$ cat src/rtl/opb_msg_pkg.sv
// Shared definitions for the OPB message framer: default frame markers,
// FSM state encoding, the captured-access record and frame-length helper.
package opb_msg_pkg;

    // Default header and tail bytes, selected by access direction.
    localparam logic [7:0] HDR_WR_DEF  = 8'h5A;
    localparam logic [7:0] HDR_RD_DEF  = 8'h5B;
    localparam logic [7:0] TAIL_WR_DEF = 8'hA5;
    localparam logic [7:0] TAIL_RD_DEF = 8'hA4;

    // Widest address or data field the framer supports, in bytes.
    localparam int MAX_FIELD_BYTES = 4;

    // Framer states; HEAD..TAIL are the byte-emitting states.
    typedef enum logic [2:0] {
        ST_IDLE = 3'd0,
        ST_HEAD = 3'd1,
        ST_ADDR = 3'd2,
        ST_DATA = 3'd3,
        ST_CHK  = 3'd4,
        ST_TAIL = 3'd5,
        ST_ERR  = 3'd6
    } state_e;

    // One captured OPB access, sized for the widest configuration.
    typedef struct packed {
        logic                           rw;    // 1 = write, 0 = read
        logic [8*MAX_FIELD_BYTES-1:0]   addr;
        logic [8*MAX_FIELD_BYTES-1:0]   data;
    } capt_entry_t;

    // Bytes in one complete frame: header + address + data + checksum + tail.
    function automatic int frame_len(input int addr_bytes,
                                     input int data_bytes,
                                     input int chksum_en);
        return 2 + addr_bytes + data_bytes + chksum_en;
    endfunction

    // True for states that present a byte to the TX FIFO.
    function automatic logic is_emitting(input state_e s);
        return (s == ST_HEAD) || (s == ST_ADDR) || (s == ST_DATA) ||
               (s == ST_CHK)  || (s == ST_TAIL);
    endfunction

endpackage

$ cat src/rtl/opb_msg_capt_fifo.sv
// Pending-access queue between the OPB strobes and the frame serialiser.
// First-word-fall-through: pop_data_o always shows the oldest entry.
// A push that meets a full queue is discarded and flagged on drop_o, even
// when a pop happens in the same cycle.
module opb_msg_capt_fifo #(
    parameter int WIDTH = 65,
    parameter int DEPTH = 4
) (
    input  logic             OPB_CLK,
    input  logic             OPB_RST,
    input  logic             push_i,
    input  logic [WIDTH-1:0] push_data_i,
    input  logic             pop_i,
    output logic [WIDTH-1:0] pop_data_o,
    output logic             full_o,
    output logic             empty_o,
    output logic             drop_o
);

    localparam int PW = $clog2(DEPTH);

    // Pointers carry one extra wrap bit to tell full from empty.
    logic [PW:0]      wr_ptr_q, wr_ptr_d;
    logic [PW:0]      rd_ptr_q, rd_ptr_d;
    logic [WIDTH-1:0] mem_q [DEPTH];
    logic             push_ok;
    logic             pop_ok;

    // Status flags and accepted-operation qualifiers.
    always_comb begin
        empty_o    = (wr_ptr_q == rd_ptr_q);
        full_o     = (wr_ptr_q[PW] != rd_ptr_q[PW]) &&
                     (wr_ptr_q[PW-1:0] == rd_ptr_q[PW-1:0]);
        push_ok    = push_i && !full_o;
        pop_ok     = pop_i && !empty_o;
        drop_o     = push_i && full_o;
        pop_data_o = mem_q[rd_ptr_q[PW-1:0]];
        wr_ptr_d   = push_ok ? wr_ptr_q + 1'b1 : wr_ptr_q;
        rd_ptr_d   = pop_ok  ? rd_ptr_q + 1'b1 : rd_ptr_q;
    end

    // Pointer registers.
    always_ff @(posedge OPB_CLK or posedge OPB_RST) begin
        if (OPB_RST) begin
            wr_ptr_q <= '0;
            rd_ptr_q <= '0;
        end else begin
            // NOTE: non-blocking assignments keep every register update in this
            // edge reading the pre-edge values, independent of statement order.
            wr_ptr_q <= wr_ptr_d;
            rd_ptr_q <= rd_ptr_d;
        end
    end

    // Storage array, written on accepted pushes.
    // NOTE: the array is deliberately not reset; emptying the queue only needs
    // the pointers, and stale contents are never read while empty.
    always_ff @(posedge OPB_CLK) begin
        if (push_ok) begin
            mem_q[wr_ptr_q[PW-1:0]] <= push_data_i;
        end
    end

endmodule

$ cat src/rtl/opb_msg_framer.sv
// OPB message framer: captures each OPB read/write strobe into a small
// queue and serialises it into header | address | data | [xor] | tail
// bytes towards the TX FIFO, with drop/timeout counters.
module opb_msg_framer
    import opb_msg_pkg::*;
#(
    parameter int         ADDR_BYTES    = 4,
    parameter int         DATA_BYTES    = 4,
    parameter int         CAPT_DEPTH    = 4,
    parameter int         TIMEOUT_TICKS = 200,
    parameter bit         CHKSUM_EN     = 1'b1,
    parameter logic [7:0] HDR_WR        = HDR_WR_DEF,
    parameter logic [7:0] HDR_RD        = HDR_RD_DEF,
    parameter logic [7:0] TAIL_WR       = TAIL_WR_DEF,
    parameter logic [7:0] TAIL_RD       = TAIL_RD_DEF
) (
    input  logic                    OPB_CLK,
    input  logic                    OPB_RST,
    input  logic                    TICK_EN,
    input  logic [8*ADDR_BYTES-1:0] OPB_ADDR,
    input  logic [8*DATA_BYTES-1:0] OPB_DO,
    input  logic [8*DATA_BYTES-1:0] OPB_DI,
    input  logic                    OPB_WE,
    input  logic                    OPB_RE,
    output logic [7:0]              TX_FIFO_DATA,
    output logic                    TX_FIFO_WR,
    input  logic                    TX_FIFO_FULL,
    output logic                    BUSY,
    output logic [15:0]             DROP_CNT,
    output logic [15:0]             ERR_CNT,
    output logic                    ERROR_FLAG
);

    localparam int AW      = 8 * ADDR_BYTES;
    localparam int DW      = 8 * DATA_BYTES;
    localparam int SW      = AW + DW;       // address+data shift register width
    localparam int EW      = 1 + SW;        // queue entry width
    localparam int STALL_W = $clog2(TIMEOUT_TICKS + 2);

    localparam bit                 TIMEOUT_ON = (TIMEOUT_TICKS > 0);
    localparam logic [STALL_W-1:0] STALL_LAST =
        (TIMEOUT_TICKS > 0) ? STALL_W'(TIMEOUT_TICKS - 1) : '0;
    localparam logic [1:0] ADDR_LAST = 2'(ADDR_BYTES - 1);
    localparam logic [1:0] DATA_LAST = 2'(DATA_BYTES - 1);

    // ------------------------------------------------------------------
    // Capture side
    // ------------------------------------------------------------------
    logic          capt_push;
    logic [EW-1:0] capt_wdata;
    logic [EW-1:0] capt_rdata;
    logic          capt_pop;
    logic          capt_full;
    logic          capt_empty;
    logic          capt_drop;
    capt_entry_t   head;

    // A strobe on either line is one access; WE wins when both are set.
    always_comb begin
        capt_push  = OPB_WE || OPB_RE;
        capt_wdata = {OPB_WE, OPB_ADDR, (OPB_WE ? OPB_DO : OPB_DI)};
    end

    opb_msg_capt_fifo #(
        .WIDTH (EW),
        .DEPTH (CAPT_DEPTH)
    ) u_capt_fifo (
        .OPB_CLK     (OPB_CLK),
        .OPB_RST     (OPB_RST),
        .push_i      (capt_push),
        .push_data_i (capt_wdata),
        .pop_i       (capt_pop),
        .pop_data_o  (capt_rdata),
        .full_o      (capt_full),
        .empty_o     (capt_empty),
        .drop_o      (capt_drop)
    );

    // Unpack the oldest queued access into named fields.
    always_comb begin
        head          = '0;
        head.rw       = capt_rdata[EW-1];
        head.addr[AW-1:0] = capt_rdata[EW-2 -: AW];
        head.data[DW-1:0] = capt_rdata[DW-1:0];
    end

    // ------------------------------------------------------------------
    // Frame serialiser
    // ------------------------------------------------------------------
    state_e             state_q, state_d;
    logic [1:0]         cnt_q, cnt_d;       // byte index within ADDR / DATA
    logic [SW-1:0]      sh_q, sh_d;         // address then data, MSB byte first
    logic [7:0]         chk_q, chk_d;       // running XOR of emitted bytes
    logic               rw_q, rw_d;
    logic [STALL_W-1:0] stall_q, stall_d;
    logic [15:0]        drop_cnt_q, drop_cnt_d;
    logic [15:0]        err_cnt_q, err_cnt_d;

    logic       emitting;
    logic       tx_wr;
    logic [7:0] tx_data;
    logic       timeout_hit;
    logic       start_frame;
    logic       err_inc;

    // State register and datapath registers.
    always_ff @(posedge OPB_CLK or posedge OPB_RST) begin
        if (OPB_RST) begin
            state_q    <= ST_IDLE;
            cnt_q      <= '0;
            sh_q       <= '0;
            chk_q      <= '0;
            rw_q       <= 1'b0;
            stall_q    <= '0;
            drop_cnt_q <= '0;
            err_cnt_q  <= '0;
        end else begin
            state_q    <= state_d;
            cnt_q      <= cnt_d;
            sh_q       <= sh_d;
            chk_q      <= chk_d;
            rw_q       <= rw_d;
            stall_q    <= stall_d;
            drop_cnt_q <= drop_cnt_d;
            err_cnt_q  <= err_cnt_d;
        end
    end

    // Next-state logic: field sequencing, byte acceptance, stall timeout.
    always_comb begin
        // NOTE: every variable gets a default before the case so no path
        // leaves one unassigned, which would otherwise infer a latch.
        state_d     = state_q;
        cnt_d       = cnt_q;
        sh_d        = sh_q;
        chk_d       = chk_q;
        rw_d        = rw_q;
        stall_d     = stall_q;
        start_frame = 1'b0;
        capt_pop    = 1'b0;
        err_inc     = 1'b0;

        timeout_hit = TIMEOUT_ON && emitting && TX_FIFO_FULL && TICK_EN &&
                      (stall_q == STALL_LAST);

        if (tx_wr) begin
            stall_d = '0;
        end else if (emitting && TX_FIFO_FULL && TICK_EN) begin
            stall_d = stall_q + STALL_W'(1);
        end

        unique case (state_q)
            ST_IDLE: begin
                start_frame = !capt_empty;
            end
            ST_HEAD: begin
                if (tx_wr) begin
                    chk_d   = chk_q ^ tx_data;
                    cnt_d   = '0;
                    state_d = ST_ADDR;
                end
            end
            ST_ADDR: begin
                if (tx_wr) begin
                    chk_d = chk_q ^ tx_data;
                    sh_d  = {sh_q[SW-9:0], 8'h00};
                    if (cnt_q == ADDR_LAST) begin
                        cnt_d   = '0;
                        state_d = ST_DATA;
                    end else begin
                        cnt_d = cnt_q + 2'd1;
                    end
                end
            end
            ST_DATA: begin
                if (tx_wr) begin
                    chk_d = chk_q ^ tx_data;
                    sh_d  = {sh_q[SW-9:0], 8'h00};
                    if (cnt_q == DATA_LAST) begin
                        cnt_d   = '0;
                        state_d = CHKSUM_EN ? ST_CHK : ST_TAIL;
                    end else begin
                        cnt_d = cnt_q + 2'd1;
                    end
                end
            end
            ST_CHK: begin
                if (tx_wr) begin
                    state_d = ST_TAIL;
                end
            end
            ST_TAIL: begin
                if (tx_wr) begin
                    if (!capt_empty) begin
                        start_frame = 1'b1;   // zero-gap follow-on frame
                    end else begin
                        state_d = ST_IDLE;
                    end
                end
            end
            ST_ERR: begin
                state_d = ST_IDLE;
            end
            default: begin
                state_d = ST_IDLE;
            end
        endcase

        // Load the oldest access and begin a new frame at its header.
        if (start_frame) begin
            capt_pop = 1'b1;
            rw_d     = head.rw;
            sh_d     = {head.addr[AW-1:0], head.data[DW-1:0]};
            chk_d    = '0;
            cnt_d    = '0;
            stall_d  = '0;
            state_d  = ST_HEAD;
        end

        // A stall timeout abandons the rest of the frame; the queue is kept.
        if (timeout_hit) begin
            state_d = ST_ERR;
            err_inc = 1'b1;
        end
    end

    // Saturating drop / error counters.
    always_comb begin
        drop_cnt_d = drop_cnt_q;
        err_cnt_d  = err_cnt_q;
        if (capt_drop && (drop_cnt_q != 16'hFFFF)) begin
            drop_cnt_d = drop_cnt_q + 16'd1;
        end
        if (err_inc && (err_cnt_q != 16'hFFFF)) begin
            err_cnt_d = err_cnt_q + 16'd1;
        end
    end

    // Output decode from registered state: byte mux and write strobe.
    always_comb begin
        emitting = is_emitting(state_q);
        tx_wr    = emitting && !TX_FIFO_FULL;
        tx_data  = 8'h00;
        unique case (state_q)
            ST_HEAD:          tx_data = rw_q ? HDR_WR : HDR_RD;
            ST_ADDR, ST_DATA: tx_data = sh_q[SW-1 -: 8];
            ST_CHK:           tx_data = chk_q;
            ST_TAIL:          tx_data = rw_q ? TAIL_WR : TAIL_RD;
            default:          tx_data = 8'h00;
        endcase
    end

    assign TX_FIFO_WR   = tx_wr;
    assign TX_FIFO_DATA = tx_data;
    assign BUSY         = (state_q != ST_IDLE) || !capt_empty;
    assign DROP_CNT     = drop_cnt_q;
    assign ERR_CNT      = err_cnt_q;
    assign ERROR_FLAG   = (state_q == ST_ERR);

endmodule

$ cat config.mk
export PLATFORM = sky130hd
export DESIGN_NAME = opb_msg_framer
export DESIGN_NICKNAME = d
export VERILOG_FILES = /design/src/rtl/opb_msg_pkg.sv /design/src/rtl/opb_msg_capt_fifo.sv /design/src/rtl/opb_msg_framer.sv
export SDC_FILE = /design/constraint.sdc
export NUM_CORES = 1
export LEC_CHECK = 0
export ABC_AREA = 0
export ABC_CLOCK_PERIOD_IN_PS = 4500
export BUFFER_PORTS_ARGS = -buffer_cell sky130_fd_sc_hd__buf_2
export CAP_MARGIN = 10
export CORE_UTILIZATION = 32
export DETAILED_ROUTE_END_ITERATION = 12
export HOLD_SLACK_MARGIN = 0.1
export PLACE_DENSITY = 0.53
export SLEW_MARGIN = 20
export SYNTH_ARGS = -nofsm -noshare
export SYNTH_HDL_FRONTEND = slang
export SYNTH_SLANG_ARGS = --single-unit
$ cat constraint.sdc
create_clock -name OPB_CLK -period 4.5 [get_ports OPB_CLK]
set_clock_uncertainty 0.15 [all_clocks]
set_input_delay 0.675 -clock OPB_CLK [delete_from_list [all_inputs] [get_ports OPB_CLK]]
set_output_delay 0.675 -clock OPB_CLK [all_outputs]
set_load 0.05 [all_outputs]
# After elaboration in Yosys (flattened, before gate mapping)
# Memories as Yosys holds them, arrays and structs flattened.
# Cells that the tools add are included.
# W data, S select, Z words.
dict set report totals {
  register_bits 124
  latchBits 0
  mem_bits_rw 260
  mem_bits_ro 0
  in_bits 102
  elab_cells 110
  n_memories 1
}
dict set report classes {
  n_addsub 6
  multipliers 0
  n_div 0
  order_cmp 0
  eq_ne 24
  shift 0
  n_mux 36
  n_bitwise 1
  reduce_logical 32
}
# memory words width rd rd_clocked_by_memory_dff write_ports line
set memory_table {}
lappend memory_table {u_capt_fifo.mem_q 4 65 1 0 1 opb_msg_capt_fifo.sv:25} ;# logic [WIDTH-1:0] mem_q [DEPTH];
# cell count
set ops {}
lappend ops {{$mux W64} 3}
lappend ops {{$mux W8} 6}
lappend ops {{$add A16 B1 Y16 const B} 2}
lappend ops {{$mux W32} 1}
lappend ops {{$ne A16 B16 Y1 const B} 2}
lappend ops {{$ne A4 B4 Y1 const B} 8}
lappend ops {{$pmux W8 S4} 1}
lappend ops {{$mux W3} 10}
lappend ops {{$pmux W3 S6} 1}
lappend ops {{$logic_and A1 B1 Y1} 10}
lappend ops {{$eq A3 B3 Y1 const B} 3}
lappend ops {{$reduce_and A9 Y1} 1}
lappend ops {{$reduce_bool A3 Y1} 3}
lappend ops {{$add A8 B1 Y8 const B} 1}
lappend ops {{$eq A8 B8 Y1 const B} 1}
lappend ops {{$mux W1} 8}
lappend ops {{$mux W2} 4}
lappend ops {{$xor A8 B8 Y8} 1}
lappend ops {{$add A3 B1 Y3 const B} 2}
lappend ops {{$eq A3 B2 Y1 const B} 2}
lappend ops {{$logic_or A1 B1 Y1} 6}
lappend ops {{$ne A3 B3 Y1 const B} 2}
lappend ops {{$reduce_bool A2 Y1} 3}
lappend ops {{$pmux W2 S2} 1}
lappend ops {{other kinds (14)} 17}

# Logic depth before layout (Yosys ltp)
dict set report logic_depth {
  ltp_word 10
  depth_mapped 9
}

# Hierarchy
# Synthesis repeated with hierarchy kept, for this count alone.
dict set report unflattened {
  cells_unflattened 1004
  hier_area_um2 15720.1
}
# mod n_inst cells_per_inst area_per_inst_um2
set by_module_without_submodules {}
lappend by_module_without_submodules {opb_msg_capt_fifo 1 391 9884.5}
lappend by_module_without_submodules {opb_msg_framer 1 613 5835.6}

# Worst setup path after synthesis
# No wires, ideal clock.
dict set report synth_timing {
  kind {input-to-reg}
  startpoint {in OPB_WE}
  endpoint {mem u_capt_fifo.mem_q[3][0], enable pin}
  setup_ps 431
  arrival_time_ps 2874
  path_slack_ps 1044
  path_stages 4
  cell_sequence {clkbuf_1 > nor2_1 > nor2_1 > and2_1}
}
dict set report synth_via {
  elab_chain_len 4
}
# item line
set synth_rtl {}
lappend synth_rtl {{from (decl)} opb_msg_framer.sv:23} ;# input logic OPB_WE,
lappend synth_rtl {{$logic_or A1 B1 Y1} opb_msg_framer.sv:60} ;# capt_push = OPB_WE || OPB_RE;
lappend synth_rtl {{$logic_and A1 B1 Y1} opb_msg_capt_fifo.sv:34} ;# push_ok = push_i && !full_o;
lappend synth_rtl {{$mux W1} opb_msg_capt_fifo.sv:59} ;# if (push_ok) begin
lappend synth_rtl {{$mux W1 (implied by the code)} opb_msg_capt_fifo.sv:60} ;# mem_q[wr_ptr_q[PW-1:0]] <= push_data_i;
lappend synth_rtl {{to (decl)} opb_msg_capt_fifo.sv:25}
# Every way passes these cells.

# Worst setup path after layout
dict set report layout_timing {
  startpoint {reg u_capt_fifo.rd_ptr_q[0]}
  endpoint {out BUSY}
}
dict set report layout_via {
  elab_chain_len 3
}
# item line
set layout_rtl {}
lappend layout_rtl {{from (decl)} opb_msg_capt_fifo.sv:24} ;# logic [PW:0] rd_ptr_q, rd_ptr_d;
lappend layout_rtl {{from (signal assigned)} opb_msg_capt_fifo.sv:51} ;# rd_ptr_q <= rd_ptr_d;
lappend layout_rtl {{$eq A3 B3 Y1} opb_msg_capt_fifo.sv:31} ;# empty_o = (wr_ptr_q == rd_ptr_q);
lappend layout_rtl {{$logic_not A1 Y1} opb_msg_framer.sv:255} ;# assign BUSY = (state_q != ST_IDLE) || !capt_empty;
lappend layout_rtl {{$logic_or A1 B1 Y1} opb_msg_framer.sv:255}
lappend layout_rtl {{to (decl)} opb_msg_framer.sv:28} ;# output logic BUSY,
# Every way passes these cells.

==> run summary <==
### Timing
• no — RSZ-0062 raised after global routing
• 0 — # setup viols final
• 0 ps — setup total negative slack
• 813 ps — Worst Tran Pin Value
• 45.8% — max-slew headroom at the worst pin
• 0 — final slew viol count
• 73.4% — Final period util
• 172 ps — worst hold margin
• 3300 ps — final period demand of the worst path
• 0 — final-report hold violation count
• 303 MHz — achievable frequency
• 1200 ps — PnR worst setup slack

### Logic synthesis
• 0 — Yosys Warn Count
• 69.5% — sequential element share of the synthesized area
• 1092 — number of nets produced by synthesis
• 981 — synthesized netlist cell count
• 384 — flops & latches, synth
• 50 — number of unique standard cell types used by synthesis
• 15700 sq um — post-synth design cell area
• 16.0 sq um — post-synthesis average cell area

### Placed design
• 1230 ps — Setup Slack @ Placement
• 144 — number of buffers added on ports
• 20500 microns — half-perimeter wire length after detailed placement
• 0.768 — routability-driven placement congestion ratio

### Global routing
• 91 — pin count of the biggest net entering global routing
• 19.5% — M1 GR Usage
• 52000 microns — wire length of the first global-routing pass
• 0 — total congestion overflow after global routing
• 2.41% — met3 routing resource usage after global routing
• 3 — number of antenna violations at the first check in global routing
• 21.3% — met2 Resource Use GR
• 8629 — number of global-route vias before repair
• met2 — most crowded layer after global routing
• 13.6% — Total Routing Usage GR

### Floorplanning
• 48000 sq um — Core Box Area
• 224 microns — die extent in x
• 145 — number of placed I/O pins
• 80 — Core Rows
• 224 microns — Die Y-Extent
• 50000 sq um — die area
• 32.7% — starting density of the core

### Routing
• 18.8 microns — Routed wire per std cell
• 4.84 — drt via density
• 0 — post-detailed-route DRC marker count
• 8621 — routed vias
• 33500 microns — final wirelength
• 5 — number of iterations in the first detailed-routing pass
• 596 — initial DRC count
• 0 — Detail Route Antenna Nets

### Worst setup path
• 3670 ps — critical path required time
• flip-flops — Largest delay share family, worst path
• output pin — capturing element type of the critical path
• xor2_1, nor3b_4, nand2_1, buf_2 — CP cell instances
• 1320 ps — R2R Setup Slk
• dfrtp_4 — cell at the slowest stage of the critical path
• 2480 ps — CP Data Arrival Time
• 840 ps — longest individual stage delay on the worst path
• flop — crit start category
• 30 — largest fanout on the critical path
• 1 — count of buffer and inverter cells on the critical path
• flop to output pin — path type of the worst setup path

### Clocking
• 0 — CTS-repair resized insts
• clkbuf_16 — clock tree root buffer cell
• 42 — clock buffer count from CTS
• 2 — number of H-tree levels
• yes — clock tree from TritonCTS
• 384 — clock sinks
• 570 ps — clock latency on the worst-skew pair
• 60 ps — CTS clk-pin slew, worst paths
• 3 — number of buffers on the longest clock path
• 0 — postcts setup bufs

### Finish
• 260 x edfxtp_1, 144 x buf_2, 143 x nand2_1, 122 x dfrtp_1, 65 x mux4_2 — top library cells by usage in the layout, fill and taps aside
• 0 — Antenna Diode Count
• 1245 — Net count, final
• 18.9% — Synth-to-Final Area Change
• edfxtp_1 — most common cell after layout, fill and taps aside
• 28.9% — share of layout cells above drive strength 1

### Power and ir drop
• 671 nW/um^2 — total power per unit cell area
• 0.00723 uW — standby leakage power
• 0.482 mV — VDD IR max

### Outcome
• complete, no violations — outcome

### Job
• 0 — max-cap violations

### Worst hold path
• primary input to flop — Hold Crit Class

synthesized netlist by cell type, drive strengths merged:
cell type    n  share of area, %
o31ai        2             0.096
nand2b       2             0.080
mux2i       14              0.89
mux2        37               2.7
nor2        39              0.95
or3          1             0.040
and2         7              0.28
nor3        13              0.68
xnor2       22               1.2
o211ai       3              0.23
buf         33               1.2
inv         10              0.24
o211a        1             0.064
edfxtp     260                50
o21ai       26              0.83
o2bb2ai      3              0.17
ha           9              0.72
o31a         1             0.056
a21oi        7              0.22
nand4        9              0.36
a41oi        1             0.056
clkbuf      17              0.41
nor3b        3              0.22
xor2        29               1.6
nor4b        1             0.056
dfrtp      124                20
mux4        65               9.3
nand3       16              0.51
a32oi        1             0.056
and3         6              0.24
nor4        12              0.61
o221ai       1             0.096
o21bai       1             0.048
and4         5              0.28
nor2b        8              0.32
a22oi       48               2.3
nand2      144               3.5
state kept, by name (all words and copies together) (netlist names):
name,cells
sh_q,64
chk_q,8
stall_q,8
rw_q,1
cnt_q,2
u_capt_fifo.wr_ptr_q,3
u_capt_fifo.rd_ptr_q,3
DROP_CNT,16
ERR_CNT,16
u_capt_fifo.mem_q,260
state_q,3
routing by layer:
layer	share of wire [%]	vias to the layer above	wire [microns]
met2	46	215	15500
met4	1.7	0	573
met5	0	-	0
li1	-	4033	-
met1	48	4332	16000
met3	4.5	41	1510
logic make-up (layout without fill, tap and decap cells):
kind of cell / Yosys count / after routing / synth area share (%)
muxes: 116 / 116 / 12.9
buffers and inverters: 60 / 247 / 1.83
DFF: 384 / 384 / 69.5
and+or+nand+nor: 266 / 266 / 8.08
xor gates and xnor gates: 51 / 51 / 2.84
AOI/OAI and AO/OA: 95 / 95 / 4.21
adders and majority gates: 9 / 9 / 0.717
final timing paths:
check / end / startpoint / cells past startpoint
setup / recovery: BUSY / u_capt_fifo.rd_ptr_q[0]$_DFFE_PP0P_ / 4
hold / removal: u_capt_fifo.mem_q[2][37]$_DFFE_PP_ / OPB_ADDR[5] / 1
setup reg to reg: u_capt_fifo.mem_q[0][59]$_DFFE_PP_ / u_capt_fifo.rd_ptr_q[0]$_DFFE_PP0P_ / 5
hold reg to reg: sh_q[40]$_DFFE_PP0P_ / sh_q[40]$_DFFE_PP0P_ / 2
max in group asynchronous: sh_q[1]$_DFFE_PP0P_ / OPB_RST / 4
min in group asynchronous: ERR_CNT[5]$_DFFE_PP0P_ / OPB_RST / 3
where the power goes:
group	total [uW]	internal, uW	switching (uW)
logic	3280	1340	1940
registers	5550	5000	552
clock network	3700	2290	1410
final cells by class:
| type | count | area, sq um |
|---|---|---|
| fill | 4492 | 29400 |
| sequential | 384 | 10900 |
| multi-input combinational | 537 | 4520 |
| clock buffer | 56 | 1120 |
| timing repair buffer | 159 | 931 |
| tap | 615 | 769 |
| clock inverter | 22 | 377 |
| inverter | 10 | 40.0 |
repair_timing:
action                                 4_1_cts  5_1_grt
hold buffers                                 1        0
setup endpoints to repair                    0        0
endpoints found under the hold margin       38        0
metrics by stage:
| stage | cells | power [uW] | cell area [sq um] | util (%) |
|---|---|---|---|---|
| detailed placement | 1703 | 9020 | 17100 | 35.7 |
| floorplan | 981 | 7960 | 15700 | - |
| CTS | 1782 | 12800 | 18700 | 38.8 |
| finish | 1783 | 12500 | 18700 | 38.9 |
| global route | 1783 | 13200 | 18700 | 38.9 |
| global placement | 1703 | 8960 | 17100 | 35.7 |
No activity file was read; power rests on OpenSTA's default activity.
